File: src/rtl/regfile_onehot_wr_pkg.sv
// Shared constants and types for the one-hot-write register file.
package regfile_pkg;

    localparam int unsigned NUM_REGS   = 32;
    localparam int unsigned ADDR_W     = 5;
    localparam int unsigned DATA_W_DEF = 32;
    localparam int unsigned ZERO_REG   = 0;
    localparam int unsigned COUNT_W    = 16;

    // Classification of a write-select vector by its population count.
    typedef enum logic [1:0] {
        WR_IDLE    = 2'd0,
        WR_LEGAL   = 2'd1,
        WR_ILLEGAL = 2'd2
    } wr_kind_e;

    // Saturating increment for the accepted-write counter.
    function automatic logic [COUNT_W-1:0] sat_inc(input logic [COUNT_W-1:0] v);
        return (v == '1) ? v : v + 1'b1;
    endfunction

endpackage

File: src/rtl/regfile_onehot_wr_if.sv
// Writeback/operand-fetch bus of the register file.
interface regfile_onehot_wr_if
    import regfile_pkg::*;
#(
    parameter int unsigned DATA_W = DATA_W_DEF
);

    logic [NUM_REGS-1:0] wr_sel;
    logic [DATA_W-1:0]   wr_data;
    logic [ADDR_W-1:0]   rd_addr_a;
    logic [ADDR_W-1:0]   rd_addr_b;
    logic [DATA_W-1:0]   rd_data_a;
    logic [DATA_W-1:0]   rd_data_b;
    logic                wr_err;
    logic [COUNT_W-1:0]  wr_count;

    modport master (
        output wr_sel, wr_data, rd_addr_a, rd_addr_b,
        input  rd_data_a, rd_data_b, wr_err, wr_count
    );

    modport slave (
        input  wr_sel, wr_data, rd_addr_a, rd_addr_b,
        output rd_data_a, rd_data_b, wr_err, wr_count
    );

endinterface

File: src/rtl/regfile_onehot_wr_reg32_en.sv
// One register word: load-enable flip-flops with asynchronous active-low clear.
module reg32_en #(
    parameter int unsigned DATA_W = 32
) (
    input  logic              clk,
    input  logic              rst_n,
    input  logic              en,
    input  logic [DATA_W-1:0] d,
    output logic [DATA_W-1:0] q
);

    // Load d when enabled; clear immediately on reset.
    always_ff @(posedge clk or negedge rst_n) begin
        if (!rst_n) begin
            q <= '0;
        end else if (en) begin
            q <= d;
        end
    end

endmodule

File: src/rtl/regfile_onehot_wr.sv
// 32 x DATA_W register file with one-hot write select, two async read ports,
// multi-hot detection and a saturating accepted-write counter.
module regfile_onehot_wr
    import regfile_pkg::*;
#(
    parameter int unsigned DATA_W = DATA_W_DEF,
    parameter bit          BYPASS = 1'b1
) (
    input logic                clk,
    input logic                rst_n,
    regfile_onehot_wr_if.slave bus
);

    wr_kind_e            wr_kind;
    logic [DATA_W-1:0]   regs [NUM_REGS];
    logic                err_q;
    logic [COUNT_W-1:0]  count_q;

    // Classify the incoming select by popcount.
    always_comb begin
        wr_kind = WR_IDLE;
        case ($countones(bus.wr_sel))
            0:       wr_kind = WR_IDLE;
            1:       wr_kind = WR_LEGAL;
            default: wr_kind = WR_ILLEGAL;
        endcase
    end

    // Register 0 is hardwired; a legal select of it only bumps the counter.
    assign regs[ZERO_REG] = '0;

    for (genvar k = 1; k < NUM_REGS; k++) begin : g_reg
        reg32_en #(
            .DATA_W(DATA_W)
        ) u_reg (
            .clk  (clk),
            .rst_n(rst_n),
            .en   ((wr_kind == WR_LEGAL) && bus.wr_sel[k]),
            .d    (bus.wr_data),
            .q    (regs[k])
        );
    end

    // Sticky multi-hot flag and saturating count of accepted writes.
    always_ff @(posedge clk or negedge rst_n) begin
        if (!rst_n) begin
            err_q   <= 1'b0;
            count_q <= '0;
        end else begin
            if (wr_kind == WR_ILLEGAL) begin
                err_q <= 1'b1;
            end
            if (wr_kind == WR_LEGAL) begin
                count_q <= sat_inc(count_q);
            end
        end
    end

    // Read port A: address 0 is zero, optional same-cycle bypass of a legal write.
    always_comb begin
        bus.rd_data_a = regs[bus.rd_addr_a];
        if (bus.rd_addr_a == ADDR_W'(ZERO_REG)) begin
            bus.rd_data_a = '0;
        end else if (BYPASS && (wr_kind == WR_LEGAL) && bus.wr_sel[bus.rd_addr_a]) begin
            bus.rd_data_a = bus.wr_data;
        end
    end

    // Read port B: same behaviour as port A.
    always_comb begin
        bus.rd_data_b = regs[bus.rd_addr_b];
        if (bus.rd_addr_b == ADDR_W'(ZERO_REG)) begin
            bus.rd_data_b = '0;
        end else if (BYPASS && (wr_kind == WR_LEGAL) && bus.wr_sel[bus.rd_addr_b]) begin
            bus.rd_data_b = bus.wr_data;
        end
    end

    assign bus.wr_err   = err_q;
    assign bus.wr_count = count_q;

endmodule

File: src/flat_wrapper.sv
// flat-port wrapper written by rule: the top's interface ports become plain ports
module regfile_onehot_wr_flat import regfile_pkg::*;
#(
    parameter int unsigned DATA_W = DATA_W_DEF,
    parameter bit          BYPASS = 1'b1
)
  (clk, rst_n, bus_wr_sel, bus_wr_data, bus_rd_addr_a, bus_rd_addr_b, bus_rd_data_a, bus_rd_data_b, bus_wr_err, bus_wr_count);
  regfile_onehot_wr_if #(.DATA_W(DATA_W)) bus_i ();
  input logic clk;
  input logic rst_n;
  input wire logic [$bits(bus_i.wr_sel)-1:0] bus_wr_sel;
  input wire logic [$bits(bus_i.wr_data)-1:0] bus_wr_data;
  input wire logic [$bits(bus_i.rd_addr_a)-1:0] bus_rd_addr_a;
  input wire logic [$bits(bus_i.rd_addr_b)-1:0] bus_rd_addr_b;
  output wire logic [$bits(bus_i.rd_data_a)-1:0] bus_rd_data_a;
  output wire logic [$bits(bus_i.rd_data_b)-1:0] bus_rd_data_b;
  output wire logic [$bits(bus_i.wr_err)-1:0] bus_wr_err;
  output wire logic [$bits(bus_i.wr_count)-1:0] bus_wr_count;
  assign bus_i.wr_sel = bus_wr_sel;
  assign bus_i.wr_data = bus_wr_data;
  assign bus_i.rd_addr_a = bus_rd_addr_a;
  assign bus_i.rd_addr_b = bus_rd_addr_b;
  assign bus_rd_data_a = bus_i.rd_data_a;
  assign bus_rd_data_b = bus_i.rd_data_b;
  assign bus_wr_err = bus_i.wr_err;
  assign bus_wr_count = bus_i.wr_count;
  regfile_onehot_wr #(.DATA_W(DATA_W), .BYPASS(BYPASS)) u_core (.clk(clk), .rst_n(rst_n), .bus(bus_i));
endmodule
File: config.mk
export PLATFORM = sky130hd
export DESIGN_NAME = regfile_onehot_wr_flat
export DESIGN_NICKNAME = d
export VERILOG_FILES = /design/src/rtl/regfile_onehot_wr_pkg.sv /design/src/rtl/regfile_onehot_wr_if.sv /design/src/rtl/regfile_onehot_wr_reg32_en.sv /design/src/rtl/regfile_onehot_wr.sv /design/src/flat_wrapper.sv
export SDC_FILE = /design/constraint.sdc
export NUM_CORES = 2
export LEC_CHECK = 0
export CORE_ASPECT_RATIO = 1.25
export CORE_MARGIN = 2
export CORE_UTILIZATION = 57
export CTS_CLUSTER_SIZE = 12
export DETAILED_ROUTE_END_ITERATION = 12
export PLACE_DENSITY_LB_ADDON = 0.12
export SLEW_MARGIN = 20
export SYNTH_ARGS = -nofsm -noshare
export SYNTH_HDL_FRONTEND = slang
export SYNTH_SLANG_ARGS = --single-unit
File: constraint.sdc
create_clock -name clk -period 10.7 [get_ports clk]
set_input_delay 3.21 -clock clk [delete_from_list [all_inputs] [get_ports clk]]
set_output_delay 3.21 -clock clk [all_outputs]
set_load 0.02 [all_outputs]
==> impl_metrics.env <==
export IMPL_cp_top_family="adder cells"
export IMPL_nets=4300
export IMPL_dpl_hpwl_um=107300
export IMPL_drt_first_pass_iters=6
export IMPL_regArea_um2=25250
export IMPL_final_hold_violation_count=0
export IMPL_ys_ff_latch=1009
export IMPL_fin_area_um2=64570
export IMPL_fmax_mhz=86.52
export IMPL_rows=129
export IMPL_ys_warn_count=0
export IMPL_layout_drive_gt1_share_pct=49.35
export IMPL_synth_top_area_cell="dfrtp_1"
export IMPL_slew_violations=0
export IMPL_setup_slack_ns=-0.8585
export IMPL_internal_power_mw=13.27
export IMPL_tritoncts="done"
export IMPL_grt_antenna_before_repair=2
export IMPL_setup_viol=64
export IMPL_drv_cap=0
export IMPL_yosysSeqAreaShare_pct=44.72
export IMPL_avgViaCountPerCell=6.971
export IMPL_port_buffers=156
export IMPL_die_width_um=285.5
export IMPL_netlist_instances=4121
export IMPL_fillCellCount=7288
export IMPL_crit_type="input port to primary output"
export IMPL_place_area_um2=60720
export IMPL_p_leak_nw=28.42
export IMPL_min_path_type="flop to flop"
export IMPL_drtIter0Drc=3756
export IMPL_switchingPower_mw=7.582
export IMPL_syn2layout_area_growth_pct=14.35
export IMPL_final_antenna_net_count=0
export IMPL_maxSlewHeadroom_pct=19.99
export IMPL_synth_edf_count=0
export IMPL_grt_overflow_total=0
export IMPL_synth_area_um2=56460
export IMPL_routedWlPerCell_um=32.26
export IMPL_cpMaxStageDelayCell="fa_2"
export IMPL_arrival_ns=8.35
export IMPL_peakVddDrop_v=0.0002602
export IMPL_syn_avg_cell_area_um2=13.70
export IMPL_htreeDepth=3
export IMPL_critPathMaxFanout=7
export IMPL_final_common_cell="mux2_2"
export IMPL_cts_buffer_depth=3
export IMPL_remaining_drc_errors=0
export IMPL_worstPathRequired_ns=7.49
export IMPL_cts_inserted_buffers=106
export IMPL_run_status="complete, but fails checks"
export IMPL_path_clk_slew_ns=0.06
export IMPL_grt_pass1_vias=39730
export IMPL_yosys_most_used_dff="dfrtp_1"
export IMPL_violations="negative setup slack"
export IMPL_finClkSkew_ns=0.003974
export IMPL_finalWirelength_um=179500
export IMPL_grt_util_all_layers_pct=35.67
export IMPL_rsz0062_at_grt="true"
export IMPL_die_height_um=355.9
export IMPL_cts_root_buf="clkbuf_16"
export IMPL_period_share_pct=108.0
export IMPL_synth_top_area_share_pct=44.72
export IMPL_ys_top_cells_by_area="dfrtp_1 (45%), mux2_2 (23%), mux4_2 (12%)"
export IMPL_io_pins=157
export IMPL_grt_pass1_wl_um=267700
export IMPL_p_per_area_nw_per_um2=322.9
export IMPL_slowest_delay_ns=0.58
export IMPL_coreArea_um2=98620
export IMPL_routabilityCongestion=0.8692
export IMPL_clock_sinks=1009
export IMPL_multi_input_area_um2=30250
export IMPL_end_kind="primary output"
export IMPL_initial_core_util_pct=57.26
export IMPL_final_cell_mix="mux2_2 (1152), dfrtp_1 (1009), mux4_2 (305)"
export IMPL_vias=38780
export IMPL_p_seq_share_pct=32.5
export IMPL_power_frac_comb_pct=49.6
export IMPL_async_flop_share_pct=100.0
export IMPL_grt_start_max_net_pins=160
export IMPL_die_area_um2=101600
export IMPL_swShare_pct=36.36
export IMPL_worst_pin_slew_ns=1.200
export IMPL_path_cells="buf_2, ha_4, inv_2, fa_2, fa_2, fa_2, fa_1, fa_1, inv_2, ha_4, nor4_1, and2_4, nand3_4, nor4_4, buf_6, buf_12, buf_6, mux2i_4, buf_6"
export IMPL_clk_latency_ns=0.69
export IMPL_crit_buf_inv=7
export IMPL_syn_nets=4248
export IMPL_finalPower_mw=20.85
export IMPL_power_share_clock_pct=17.9
export IMPL_startpoint_type="input port"
export IMPL_ys_types=54
export IMPL_hold_slack_ns=0.4908
export IMPL_period_minus_slack_ns=11.56
-- layout make-up --
cell class | count | area share [%]
antenna | 2 | 0.007751
clock buffer | 163 | 4.941
clock inverter | 23 | 0.4476
inverter | 44 | 0.2558
multi-input combinational | 2639 | 46.84
sequential | 1009 | 39.10
tap | 1310 | 2.538
timing repair buffer | 373 | 5.864
-- cell usage after synthesis (35+ instances only) --
cell      number
nor2_1        70
a211oi_1      35
a21oi_1       60
a22oi_1       35
nand3_1       36
o22ai_1       65
buf_2        170
mux2i_1      351
mux2_2      1152
inv_1         42
dfrtp_1     1009
nand2_1      197
a221oi_1      87
mux4_2       305
clkbuf_1     209
-- worst reg2reg max path, cell delays in order, from the launching register on --
cell,delay [ns]
dfrtp_1,0.44
and4_1,0.36
nand3_1,0.24
nor3_1,0.24
buf_4,0.23
nor2_1,0.09
mux2_2,0.27
-- stage by stage --
step | utilization, % | setup slack [ns] | cells | TNS (ns)
finish | 65.47 | -0.8585 | 5563 | -49.40
global route | 65.47 | -0.9459 | 5562 | -54.76
CTS | 65.56 | -0.8763 | 5563 | -49.00
detailed placement | 61.57 | -1.907 | 5358 | -112.83
global placement | 61.57 | -1.836 | 5358 | -108.50
floorplan | - | -0.5529 | 4121 | -29.46
-- state kept, by name, indices dropped and copies added, names as in the netlist --
| name | flops |
|---|---|
| u_core.g.u_reg.q | 992 |
| u_core.bus.wr_count | 16 |
| u_core.bus.wr_err | 1 |
-- repair_timing --
action                     CTS  global route
gates cloned                 4             1
hold buffers                 0             0
setup endpoints to repair   64            64
pin swaps                   26            19
resized for setup          519            19
buffers inserted            15             1
-- kinds of logic after synthesis --
logic type               after synthesis  synth area share (%)
XOR/XNOR                              17                0.2637
buffers and inverters                473                 3.727
AO/OA/AOI/OAI                        396                 5.402
multiplexers                        1812                 41.55
adder cells (fa/ha/maj)               51                 1.476
flip-flops                          1009                 44.72
AND/OR/NAND/NOR                      363                 2.865
-- per-layer routing --
layer	GRT usage [%]	up-vias	wire [um]
li1	-	15800	-
met1	47.73	20810	70600
met2	57.58	1711	86310
met3	5.659	458	13120
met4	16.62	0	9424
met5	0	-	0
-- power by group through the flow --
stage | clock network (mW) | registers [mW] | logic, mW
2_1_floorplan | 0 | 6.37 | 7.14
3_3_place_gp | 0 | 6.70 | 9.66
5_1_grt | 3.95 | 6.96 | 10.8
4_1_cts | 3.79 | 6.72 | 10.3
3_5_place_dp | 0 | 6.78 | 9.88
6_report | 3.74 | 6.77 | 10.3
-- final timing paths --
check / to / startpoint / depth (start not counted) / slack (ns)
worst min register to register: u_core.bus.wr_count[10]$_DFFE_PN0P_ / u_core.bus.wr_count[10]$_DFFE_PN0P_ / 1 / 0.49
worst max register to register: u_core.bus.wr_count[1]$_DFFE_PN0P_ / u_core.bus.wr_count[3]$_DFFE_PN0P_ / 6 / 8.72
min in group asynchronous: u_core.bus.wr_count[6]$_DFFE_PN0P_ / rst_n / 1 / 2.62
max in group asynchronous: u_core.g_reg[4].u_reg.q[19]$_DFFE_PN0P_ / rst_n / 3 / 6.00
worst max-delay path: bus_rd_data_a[12] / bus_wr_sel[19] / 19 / -0.86
worst min-delay path: u_core.bus.wr_count[10]$_DFFE_PN0P_ / u_core.bus.wr_count[10]$_DFFE_PN0P_ / 1 / 0.49
Note: power is estimated with default switching activity, not from simulation.
